[src/rtl/alu_op_sequencer_if.sv]
// Host/ALU/result-port bundle for alu_op_sequencer.
// The sequencer binds to the slave modport. The host side (program port, result consumer and ALU) binds to the master modport.
interface alu_op_sequencer_if #(
  parameter int ADDR_W = 3,
  parameter int OP_W   = 3,
  parameter int DATA_W = 8
);
  logic              prog_we;
  logic [ADDR_W-1:0] prog_addr;
  logic [OP_W-1:0]   prog_op;
  logic [ADDR_W:0]   seq_len;
  logic              start;
  logic [OP_W-1:0]   alu_op_code;
  logic [DATA_W-1:0] alu_result;
  logic [DATA_W-1:0] res_data;
  logic [ADDR_W-1:0] res_idx;
  logic              res_valid;
  logic              res_ready;
  logic              busy;
  logic              done;
  logic              err;

  modport slave (
    input  prog_we, prog_addr, prog_op, seq_len, start, alu_result, res_ready,
    output alu_op_code, res_data, res_idx, res_valid, busy, done, err
  );

  modport master (
    output prog_we, prog_addr, prog_op, seq_len, start, alu_result, res_ready,
    input  alu_op_code, res_data, res_idx, res_valid, busy, done, err
  );
endinterface

[src/rtl/alu_op_sequencer.sv]
// Steps the ALU op_code through a small programmable opcode list.
// Each captured ALU result is offered on a valid/ready port.
//
// state   | meaning
// IDLE    | waiting for start; program writes accepted
// ISSUE   | drive prog[idx] onto alu_op_code
// CAPTURE | ALU settles; result captured at the edge
// HOLD    | result offered; wait for res_ready
// FINISH  | one-cycle done pulse
module alu_op_sequencer #(
  parameter int DEPTH  = 8,
  parameter int ADDR_W = 3,
  parameter int OP_W   = 3,
  parameter int DATA_W = 8
) (
  input logic clk,
  input logic rst_n,
  alu_op_sequencer_if.slave bus
);
  typedef enum logic [2:0] {IDLE, ISSUE, CAPTURE, HOLD, FINISH} state_t;

  localparam logic [ADDR_W:0] DEPTH_L = (ADDR_W+1)'(DEPTH);
  localparam logic [ADDR_W:0] ONE_L   = (ADDR_W+1)'(1);

  state_t state, state_nxt;

  logic [OP_W-1:0]   prog [DEPTH];
  logic [ADDR_W:0]   len;
  logic [ADDR_W-1:0] idx;
  logic [OP_W-1:0]   op_q;
  logic [DATA_W-1:0] data_q;
  logic [ADDR_W-1:0] res_idx_q;
  logic              err_q;

  logic len_ok;
  logic last;
  logic launch;

  assign len_ok = (bus.seq_len != '0) && (bus.seq_len <= DEPTH_L);
  assign last   = ({1'b0, idx} == (len - ONE_L));
  assign launch = (state == IDLE) && bus.start && len_ok;

  always_ff @(posedge clk or negedge rst_n) begin
    if (!rst_n) state <= IDLE;
    else        state <= state_nxt;
  end

  always_comb begin
    state_nxt = state;
    case (state)
      IDLE:    if (launch) state_nxt = ISSUE;
      ISSUE:   state_nxt = CAPTURE;
      CAPTURE: state_nxt = HOLD;
      HOLD:    if (bus.res_ready) state_nxt = last ? FINISH : ISSUE;
      FINISH:  state_nxt = IDLE;
      default: state_nxt = IDLE;
    endcase
  end

  // Status outputs decode straight from state, so an async reset clears them at once.
  always_comb begin
    bus.busy        = (state != IDLE);
    bus.done        = (state == FINISH);
    bus.res_valid   = (state == HOLD);
    bus.alu_op_code = op_q;
    bus.res_data    = data_q;
    bus.res_idx     = res_idx_q;
    bus.err         = err_q;
  end

  always_ff @(posedge clk or negedge rst_n) begin
    if (!rst_n) begin
      for (int i = 0; i < DEPTH; i++) prog[i] <= '0;
      len       <= '0;
      idx       <= '0;
      op_q      <= '0;
      data_q    <= '0;
      res_idx_q <= '0;
      err_q     <= 1'b0;
    end else begin
      err_q <= (state == IDLE) && bus.start && !len_ok;
      if ((state == IDLE) && bus.prog_we) prog[bus.prog_addr] <= bus.prog_op;
      if (launch) begin
        len <= bus.seq_len;
        idx <= '0;
      end
      if (state == ISSUE) op_q <= prog[idx];
      if (state == CAPTURE) begin
        data_q    <= bus.alu_result;
        res_idx_q <= idx;
      end
      if ((state == HOLD) && bus.res_ready && !last) idx <= idx + 1'b1;
    end
  end
endmodule

[src/flat_wrapper.sv]
// flat-port wrapper written by rule: the top's interface ports become plain ports
module alu_op_sequencer_flat 
#(
  parameter int DEPTH  = 8,
  parameter int ADDR_W = 3,
  parameter int OP_W   = 3,
  parameter int DATA_W = 8
)
  (clk, rst_n, bus_prog_we, bus_prog_addr, bus_prog_op, bus_seq_len, bus_start, bus_alu_result, bus_res_ready, bus_alu_op_code, bus_res_data, bus_res_idx, bus_res_valid, bus_busy, bus_done, bus_err);
  alu_op_sequencer_if #(.ADDR_W(ADDR_W), .OP_W(OP_W), .DATA_W(DATA_W)) bus_i ();
  input logic clk;
  input logic rst_n;
  input wire logic [$bits(bus_i.prog_we)-1:0] bus_prog_we;
  input wire logic [$bits(bus_i.prog_addr)-1:0] bus_prog_addr;
  input wire logic [$bits(bus_i.prog_op)-1:0] bus_prog_op;
  input wire logic [$bits(bus_i.seq_len)-1:0] bus_seq_len;
  input wire logic [$bits(bus_i.start)-1:0] bus_start;
  input wire logic [$bits(bus_i.alu_result)-1:0] bus_alu_result;
  input wire logic [$bits(bus_i.res_ready)-1:0] bus_res_ready;
  output wire logic [$bits(bus_i.alu_op_code)-1:0] bus_alu_op_code;
  output wire logic [$bits(bus_i.res_data)-1:0] bus_res_data;
  output wire logic [$bits(bus_i.res_idx)-1:0] bus_res_idx;
  output wire logic [$bits(bus_i.res_valid)-1:0] bus_res_valid;
  output wire logic [$bits(bus_i.busy)-1:0] bus_busy;
  output wire logic [$bits(bus_i.done)-1:0] bus_done;
  output wire logic [$bits(bus_i.err)-1:0] bus_err;
  assign bus_i.prog_we = bus_prog_we;
  assign bus_i.prog_addr = bus_prog_addr;
  assign bus_i.prog_op = bus_prog_op;
  assign bus_i.seq_len = bus_seq_len;
  assign bus_i.start = bus_start;
  assign bus_i.alu_result = bus_alu_result;
  assign bus_i.res_ready = bus_res_ready;
  assign bus_alu_op_code = bus_i.alu_op_code;
  assign bus_res_data = bus_i.res_data;
  assign bus_res_idx = bus_i.res_idx;
  assign bus_res_valid = bus_i.res_valid;
  assign bus_busy = bus_i.busy;
  assign bus_done = bus_i.done;
  assign bus_err = bus_i.err;
  alu_op_sequencer #(.DEPTH(DEPTH), .ADDR_W(ADDR_W), .OP_W(OP_W), .DATA_W(DATA_W)) u_core (.clk(clk), .rst_n(rst_n), .bus(bus_i));
endmodule
[config.mk]
export PLATFORM = sky130hd
export DESIGN_NAME = alu_op_sequencer_flat
export DESIGN_NICKNAME = d
export VERILOG_FILES = /design/src/rtl/alu_op_sequencer_if.sv /design/src/rtl/alu_op_sequencer.sv /design/src/flat_wrapper.sv
export SDC_FILE = /design/constraint.sdc
export NUM_CORES = 1
export LEC_CHECK = 0
export CAP_MARGIN = 15
export CORE_UTILIZATION = 47
export DETAILED_ROUTE_END_ITERATION = 6
export PLACE_DENSITY = 0.76
export SYNTH_ARGS = -nofsm -noshare
export SYNTH_HDL_FRONTEND = slang
export SYNTH_SLANG_ARGS = --single-unit
[constraint.sdc]
create_clock -name clk -period 1.73 [get_ports clk]
set_input_delay 0.2595 -clock clk [delete_from_list [all_inputs] [get_ports clk]]
set_output_delay 0.2595 -clock clk [all_outputs]
set_load 0.01 [all_outputs]
Yosys cells after proc, flatten, opt, wreduce, memory -nomap -nowiden --
Cells that the tools add are included.
Word-level totals: bits in registers 49, output and inout port bits 18, word-level logic and storage cells 57
Operators by class: $add $sub $neg 2, magnitude comparators 4, equality and inequality tests 7, muxes and demuxes 12, bitwise logic cells 2, reductions and logical operators 15
Operators with widths (count):
- $bwmux 24 | 1
- $mux 3 | 8
- $pmux 3 s4 | 1
- $bmux 3 s3 | 1
- $demux 3 s3 | 1
- $ge 4x4->1 const B | 2
- $logic_and 1x1->1 | 8
- $not 3->4 | 2
- $eq 3x2->1 const B | 2
- $eq 3x4->1 | 1
- $le 4x4->1 const B | 1
- $lt 4x1->1 const B | 1
- $reduce_bool 4->1 | 1
- $sub 4x1->4 const B | 1
- $add 3x1->3 const B | 1
- $eq 3x1->1 const B | 1
- $eq 3x3->1 const B | 1
- $logic_not 3->1 | 1
- $reduce_bool 3->1 | 1
- $logic_not 1->1 | 2
- $ne 2x1->1 const B | 1
- $ne 2x2->1 const B | 1
- $reduce_and 2->1 | 1
- $reduce_bool 2->1 | 1

Depth between registers and ports, before layout --
Gate-level depths: netlist of the first run.
word-level depth 6, depth in mapped cells 7, gate-level depth less buffers 7

Worst setup path after synthesis of the first run --
No wires, ideal clock.
path type register to register, start register u_core.state[2], end register u_core.prog[10] in the netlist's numbering, library setup time 125 ps, arrival time 1484 ps, data required time 1605 ps, setup slack 121 ps, stages on the path, launching flop included 5, path through dfrtp_1 -> nor3_4 -> nand3b_4 -> nor3b_2 -> mux2_2
Between the ends: longest elaborated chain between the ends 2
RTL lines:
- start, declared | RTL line alu_op_sequencer.sv:25 | state_t state, state_nxt;
- start signal, assigned | RTL line alu_op_sequencer.sv:45 | else state <= state_nxt;
- $logic_not 3->1 | RTL line alu_op_sequencer.sv:82 | if ((state == IDLE) && bus.prog_we) prog[bus.prog_addr] <= bus.prog_op;
- $logic_and 1x1->1 | RTL line alu_op_sequencer.sv:82
- end signal, assigned by index | RTL line alu_op_sequencer.sv:82
- end, declared | RTL line alu_op_sequencer.sv:27 | logic [OP_W-1:0] prog [DEPTH];
No other way between the ends. A chain may end at the register's enable or synchronous reset.

Final worst setup path of the first run --
start register u_core.state[1], end register u_core.prog[16] in the netlist's numbering
The elaborated chain is that of the path after synthesis.

==> results.sh, run 1 <==
export IMPL_timing_fmax_mhz=581.7
export IMPL_avgSynthCellArea_um2=13.61
export IMPL_clock_tree_root_cell="sky130_fd_sc_hd__clkbuf_8"
export IMPL_cts_sink_count=49
export IMPL_failed_checks="DRC"
export IMPL_boundaryPins=41
export IMPL_max_slew_margin_rel_pct=73.64
export IMPL_crit_path_end_kind="register"
export IMPL_synth_fp_nets=191
export IMPL_synthesis_area_mm2=0.002260
export IMPL_dp_cells=268
export IMPL_tritoncts="built"
export IMPL_die_width_um=71.34
export IMPL_buffer_ports_inserted=40
export IMPL_detailedPlacementHpwl_um=3389
export IMPL_arrival_ps=1900
export IMPL_yosys_warnings=0
export IMPL_count_of_unique_library_cells_instantiated_by_yosys=30
export IMPL_nNetsFinal=252
export IMPL_hp_class="in -> async"
export IMPL_crit_path_max_fanout=4
export IMPL_cts_buffer_depth=2
export IMPL_insertion_delay_of_the_later_clocked_pin_in_the_worst_skew_pair_ps=300
export IMPL_status="complete, but fails checks"
export IMPL_fp_dieH_um=71.34
export IMPL_netlist_instances=166
export IMPL_final_area_mm2=0.002962
export IMPL_r2r_cells=5
export IMPL_core_area_mm2=0.004474
export IMPL_clk_pin_slew_ps=90
export IMPL_vdd_ir_drop_max_v=0.0006677
export IMPL_detailedRoute_firstIterationViolations=69
export IMPL_post_route_cells_drive_above_1_share_pct=34.65
export IMPL_area_delta_synth_final_pct=31.06
export IMPL_initial_utilization_pct=50.50
export IMPL_antennaDiodeCount=0
export IMPL_vias=1516
export IMPL_worst_path_required_ps=1910
export IMPL_first_global_vias=1665
export IMPL_cts_made_buffers=5
export IMPL_grt_pass1_wl_um=7886
export IMPL_unrepaired_setup_endpoints_after_global_routing="true"
export IMPL_worstMarginPinSlew_ps=394.2
export IMPL_antenna_violations_before_repair=0
export IMPL_ant_nets=0
export IMPL_route_detailed_drc=5
export IMPL_worstSetupStartpointType="register"
export IMPL_gpl_final_weighted_congestion=0.7927
export IMPL_detailed_route_wl_um=4526
export IMPL_report_power_total_mw=4.701
export IMPL_leakage_nw=1.336
export IMPL_final_period_utilization_pct=99.38
export IMPL_seq_area_frac_synth_pct=54.26
export IMPL_worstReg2RegEnd="u_core.prog[16]"
export IMPL_post_drt_wl_per_cell_um=16.16
export IMPL_cts_htree_levels=2
export IMPL_r2r_slack_ps=10
export IMPL_final_min_clock_period_ps=1719
export IMPL_cap_viol_max_count=0
export IMPL_timing_final_hold_violations=0
export IMPL_placed_area_mm2=0.002810
export IMPL_dieArea_mm2=0.005089
export IMPL_finalWorstSetupSlack_ps=10.76
export IMPL_grt_total_usage_pct=20.26
export IMPL_gr_total_overflow=0
export IMPL_setup_violations_final=0
export IMPL_final_instance_count_excl_fill=280
export IMPL_synth_seq_cells=49
export IMPL_power_density_mw_per_mm2=1587
export IMPL_clock_skew_ps=10.27
export IMPL_grt_start_max_net_pins=50
export IMPL_via_per_inst=5.414
export IMPL_first_pass_iters=6
export IMPL_rr_startpoint="u_core.state[1]"
export IMPL_std_cell_rows=24
export IMPL_preCtsSetupSlack_ps=-67.88
export IMPL_setup_worst_path_class="reg -> reg"
export IMPL_report_final_slew_viol_count=0
[critical path, cell delays in order, from the launching register on]
cell and delay [ps]:
sky130_fd_sc_hd__dfrtp_2 450, sky130_fd_sc_hd__nor3_4 230, sky130_fd_sc_hd__buf_6 140, sky130_fd_sc_hd__nand3b_4 130, sky130_fd_sc_hd__nor3b_4 280, sky130_fd_sc_hd__mux2_2 370
[per-layer routing]
metal	vias to the layer above	wire, um	global-route usage, %
met5	-	0	0
met4	0	72	6.667
met3	8	167	4.501
met2	32	2342	34.92
met1	751	1943	25.43
li1	725	-	-
[state kept, by name (all words and copies together) (netlist names)]
| register | count |
|---|---|
| u_core.bus.res_idx | 3 |
| u_core.idx | 3 |
| u_core.prog | 24 |
| u_core.len | 4 |
| u_core.state | 3 |
| u_core.bus.res_data | 8 |
| u_core.bus.err | 1 |
| u_core.bus.alu_op_code | 3 |
[metrics by stage]
step / utilization (%) / hold WS, ps / setup TNS, ps
floorplan: - / -36.09 / 0
global placement: 62.81 / 257.5 / 0
detailed placement: 62.81 / 268.7 / -402.4
CTS: 65.74 / 489.5 / -53.30
global route: 66.19 / 486.2 / -178.1
finish: 66.19 / 467.2 / 0
[cells in the final DEF, fill, tap and decap left out, types with 3 or more instances in the layout]
master / Yosys / layout
sky130_fd_sc_hd__dfrtp_1: 49 / 47
sky130_fd_sc_hd__clkdlybuf4s50_1: 0 / 36
sky130_fd_sc_hd__mux2_2: 38 / 35
sky130_fd_sc_hd__buf_4: 2 / 14
sky130_fd_sc_hd__nand2_1: 11 / 11
sky130_fd_sc_hd__nor2_1: 10 / 10
sky130_fd_sc_hd__inv_1: 7 / 7
sky130_fd_sc_hd__mux4_2: 6 / 6
sky130_fd_sc_hd__a31oi_1: 6 / 6
sky130_fd_sc_hd__nor3_1: 5 / 5
sky130_fd_sc_hd__nand3_1: 5 / 5
sky130_fd_sc_hd__clkbuf_8: 0 / 5
sky130_fd_sc_hd__xor2_1: 3 / 3
sky130_fd_sc_hd__o21ai_0: 3 / 3
sky130_fd_sc_hd__mux2_4: 0 / 3
sky130_fd_sc_hd__dlygate4sd2_1: 0 / 3
[cell usage after synthesis]
library cell	n	share of area (%)
sky130_fd_sc_hd__nor3_4	1	0.72
sky130_fd_sc_hd__nor2_1	10	1.7
sky130_fd_sc_hd__nor3_2	1	0.44
sky130_fd_sc_hd__mux2_2	38	19
sky130_fd_sc_hd__or2_2	1	0.28
sky130_fd_sc_hd__nand3_1	5	1.1
sky130_fd_sc_hd__o21ai_0	3	0.66
sky130_fd_sc_hd__and3_4	1	0.50
sky130_fd_sc_hd__nor3b_1	1	0.33
sky130_fd_sc_hd__or2b_1	1	0.33
sky130_fd_sc_hd__dfrtp_1	49	54
sky130_fd_sc_hd__clkbuf_2	1	0.22
sky130_fd_sc_hd__nor3_1	5	1.1
sky130_fd_sc_hd__inv_1	7	1.2
sky130_fd_sc_hd__mux2i_1	1	0.44
sky130_fd_sc_hd__a31oi_1	6	1.7
sky130_fd_sc_hd__o21bai_1	1	0.33
sky130_fd_sc_hd__xnor2_1	1	0.39
sky130_fd_sc_hd__xor2_1	3	1.2
sky130_fd_sc_hd__nor3b_2	2	1.1
sky130_fd_sc_hd__nand2_1	11	1.8
sky130_fd_sc_hd__xnor3_1	1	1.0
sky130_fd_sc_hd__mux4_2	6	6.0
sky130_fd_sc_hd__o41ai_1	1	0.39
sky130_fd_sc_hd__ha_1	2	1.1
sky130_fd_sc_hd__o21ai_2	1	0.39
sky130_fd_sc_hd__nand3b_1	2	0.66
sky130_fd_sc_hd__o22ai_1	1	0.28
sky130_fd_sc_hd__nand3b_4	1	0.89
sky130_fd_sc_hd__buf_4	2	0.66
[final cells by class]
cell class / count / area [um2]
Clock buffer: 5 / 68.82
Clock inverter: 3 / 17.52
Fill cell: 316 / 1513
Inverter: 7 / 26.28
Multi-Input combinational cell: 107 / 1017
Sequential cell: 49 / 1229
Tap cell: 52 / 65.06
Timing Repair Buffer: 57 / 538.0
[where the power goes]
part	internal, mW	switching (mW)	total [mW]
Combinational	1.25	0.786	2.03
Sequential	1.64	0.380	2.02
Clock	0.279	0.369	0.648
Total	3.17	1.53	4.70
[logic make-up (layout without fill, tap and decap cells)]
kind of cell,after synthesis,after routing,share of synthesized area (%)
multiplexers,45,45,25.36
adder cells (fa/ha/maj),2,2,1.107
flip-flops,49,49,54.26
AO/OA/AOI/OAI,13,13,3.710
buffers and inverters,10,72,2.049
AND/OR/NAND/NOR,42,42,10.96
XOR/XNOR,5,5,2.547
[worst max-delay path by stage]
| stage | startpoint | slack, ps | end |
|---|---|---|---|
| 2_1_floorplan | u_core.state[2] | 120 | u_core.prog[10] |
| 3_3_place_gp | bus_seq_len[1] | 5 | u_core.len[1] |
| 3_5_place_dp | bus_seq_len[0] | -70 | u_core.len[0] |
| 4_1_cts | u_core.state[1] | -20 | u_core.prog[23] |
| 5_1_grt | u_core.state[1] | -40 | u_core.prog[15] |
| 6_report | u_core.state[1] | 10 | u_core.prog[16] |
[timing repair]
item,in CTS,in global routing
pin swaps,2,2
endpoints found under the hold margin,49,0
setup buffers,3,0
resized for setup,6,6
hold buffers,1,0
setup endpoints to repair,11,15
cloned,0,0
(Power assumes the default switching activity.)
==> inputs of run 2 (changes only) <==
--- a/config.mk
+++ b/config.mk
@@ -6,6 +6,7 @@
 export NUM_CORES = 1
 export LEC_CHECK = 0
 export CAP_MARGIN = 15
+export CORE_MARGIN = 2
 export CORE_UTILIZATION = 47
 export DETAILED_ROUTE_END_ITERATION = 6
 export PLACE_DENSITY = 0.76
==> run 2 against run 1 <==
The flow now finishes without violations. Via count decreased by 0.73%. Fmax increased by 1.7%. Critical path depth did not move. Core utilization down 2.6 points. Critical path type unchanged.
==> results.sh, run 2 (synthesis gave the netlist of run 1 again) <==
export IMPL_status="complete, no violations"
export IMPL_grt_start_max_net_pins=50
export IMPL_largest_register_ffs=24
export IMPL_initial_utilization_pct=48.16
export IMPL_timing_fmax_mhz=591.8
export IMPL_cts_sink_count=49
export IMPL_cts_made_buffers=5
export IMPL_setup_violations_final=0
export IMPL_r2r_slack_ps=40
export IMPL_ordered_cell_list_for_the_critical_path="nor3_4 -> buf_6 -> nand3b_4 -> nor3b_4 -> mux2_4"
export IMPL_path_depth=5
export IMPL_post_route_cells_drive_above_1_share_pct=35.22
export IMPL_dieArea_mm2=0.005379
export IMPL_antenna_violations_before_repair=0
export IMPL_power_density_mw_per_mm2=1572
export IMPL_setup_worst_path_class="reg -> reg"
export IMPL_post_drt_wl_per_cell_um=15.53
export IMPL_die_width_um=73.34
export IMPL_first_global_vias=1548
export IMPL_first_pass_iters=4
export IMPL_final_min_clock_period_ps=1690
export IMPL_via_per_inst=5.299
export IMPL_cts_htree_levels=2
export IMPL_report_final_slew_viol_count=0
export IMPL_clock_skew_ps=5.462
export IMPL_r2r_cells=5
export IMPL_largest_register="u_core.prog"
export IMPL_clock_tree_root_cell="sky130_fd_sc_hd__clkbuf_8"
export IMPL_cts_buffer_depth=2
export IMPL_insertion_delay_of_the_later_clocked_pin_in_the_worst_skew_pair_ps=290
export IMPL_route_detailed_drc=0
export IMPL_buffer_ports_inserted=40
export IMPL_crit_path_max_fanout=4
export IMPL_worstMarginPinSlew_ps=404.3
export IMPL_cp_top_family="simple AND/OR/NAND/NOR gates"
export IMPL_detailedPlacementHpwl_um=3118
export IMPL_vdd_ir_drop_max_v=0.0006399
export IMPL_grt_pass1_wl_um=7396
export IMPL_ant_nets=0
export IMPL_critPathMaxStageDelay_ps=440
export IMPL_gr_total_overflow=0
export IMPL_worst_path_required_ps=1920
export IMPL_detailed_route_wl_um=4411
export IMPL_timing_final_hold_violations=0
export IMPL_final_period_utilization_pct=97.67
export IMPL_hp_class="in -> async"
export IMPL_max_slew_margin_rel_pct=72.96
export IMPL_std_cell_rows=25
export IMPL_placed_area_mm2=0.002835
export IMPL_worstPathBufferInverterCount=1
export IMPL_crit_path_end_kind="register"
export IMPL_nNetsFinal=254
export IMPL_fin_setup_tns_ps=0
export IMPL_final_area_mm2=0.002982
export IMPL_boundaryPins=41
export IMPL_clk_pin_slew_ps=80
export IMPL_core_area_mm2=0.004692
export IMPL_final_cell_mix="sky130_fd_sc_hd__dfrtp_1, sky130_fd_sc_hd__clkdlybuf4s50_1, sky130_fd_sc_hd__mux2_2"
export IMPL_detailedRoute_firstIterationViolations=40
export IMPL_vias=1505
export IMPL_cap_viol_max_count=0
export IMPL_gpl_final_weighted_congestion=0.8412
export IMPL_arrival_ps=1880
export IMPL_unrepaired_setup_endpoints_after_global_routing="true"
export IMPL_leakage_nw=1.346
export IMPL_fp_dieH_um=73.34
export IMPL_layout_commonest_cell="sky130_fd_sc_hd__dfrtp_1"
export IMPL_area_delta_synth_final_pct=31.95
export IMPL_worstSetupStartpointType="register"
export IMPL_crit_path_top_delay_cell="sky130_fd_sc_hd__dfrtp_2"
export IMPL_antennaDiodeCount=0
export IMPL_grt_total_usage_pct=18.16
export IMPL_n_fill_cell=382
export IMPL_tritoncts="built"
run 2: cell count changes in the layout (fill, tap and decap cells not counted), sizes merged:
| cell | before | now |
|---|---|---|
| clkdlybuf4s15 | 0 | 1 |
| dlygate4sd2 | 3 | 2 |
| clkinvlp | 1 | 0 |
| clkbuf | 5 | 6 |
| buf | 17 | 19 |
run 2: worst reg2reg max path, delay by kind of cell, from the launching register on:
family,cells,cell delay [ps]
buffers and inverters,1,150
flip-flops,1,440
AND/OR/NAND/NOR,3,660
multiplexers,1,330
run 2: report_power, final:
group	switching (mW)	internal, mW
clock	0.354	0.281
combinational	0.801	1.27
sequential	0.341	1.64
run 2: area by class of cell:
cell class	count	area, um2	share of cell area [%]
timing repair buffer	59	558.0	18.72
sequential	49	1230	41.25
clock buffer	6	72.57	2.434
multi-input combinational	107	1017	34.12
clock inverter	2	10.01	0.3357
tap	54	67.56	2.266
inverter	7	26.28	0.8812
run 2: worst paths after layout:
kind	start	to
worst max-delay path	u_core.state[2]	u_core.prog[9]
worst min-delay path	rst_n	u_core.bus.err
worst max register to register	u_core.state[2]	u_core.prog[9]
worst min register to register	u_core.prog[18]	u_core.prog[18]
max in group asynchronous	rst_n	u_core.state[1]
min in group clk	u_core.prog[18]	u_core.prog[18]
run 2: per-stage QoR:
step / utilization, % / hold WS (ps) / setup WS [ps] / power, mW / std cells
finish: 63.55 / 482.6 / 40.23 / 4.688 / 284
global route: 63.55 / 511.0 / -11.05 / 5.024 / 284
CTS: 62.53 / 481.3 / 25.18 / 4.695 / 283
detailed placement: 60.43 / 263.2 / -54.72 / 4.054 / 273
global placement: 60.43 / 265.4 / -44.28 / 3.991 / 273
floorplan: - / -36.09 / 121.2 / 3.177 / 166
run 2: routing by layer:
metal | track usage, % | wire (um)
met1 | 24.98 | 1976
met3 | 3.704 | 180
met2 | 29.23 | 2206
met4 | 5.657 | 48
met5 | 0 | 0
run 2: timing repair:
action,4_1_cts,5_1_grt
hold buffers,1,0
endpoints found under the hold margin,49,0
gates resized for setup,5,10
endpoints found under the setup margin,6,15
pin swaps,1,3
buffers inserted,1,1
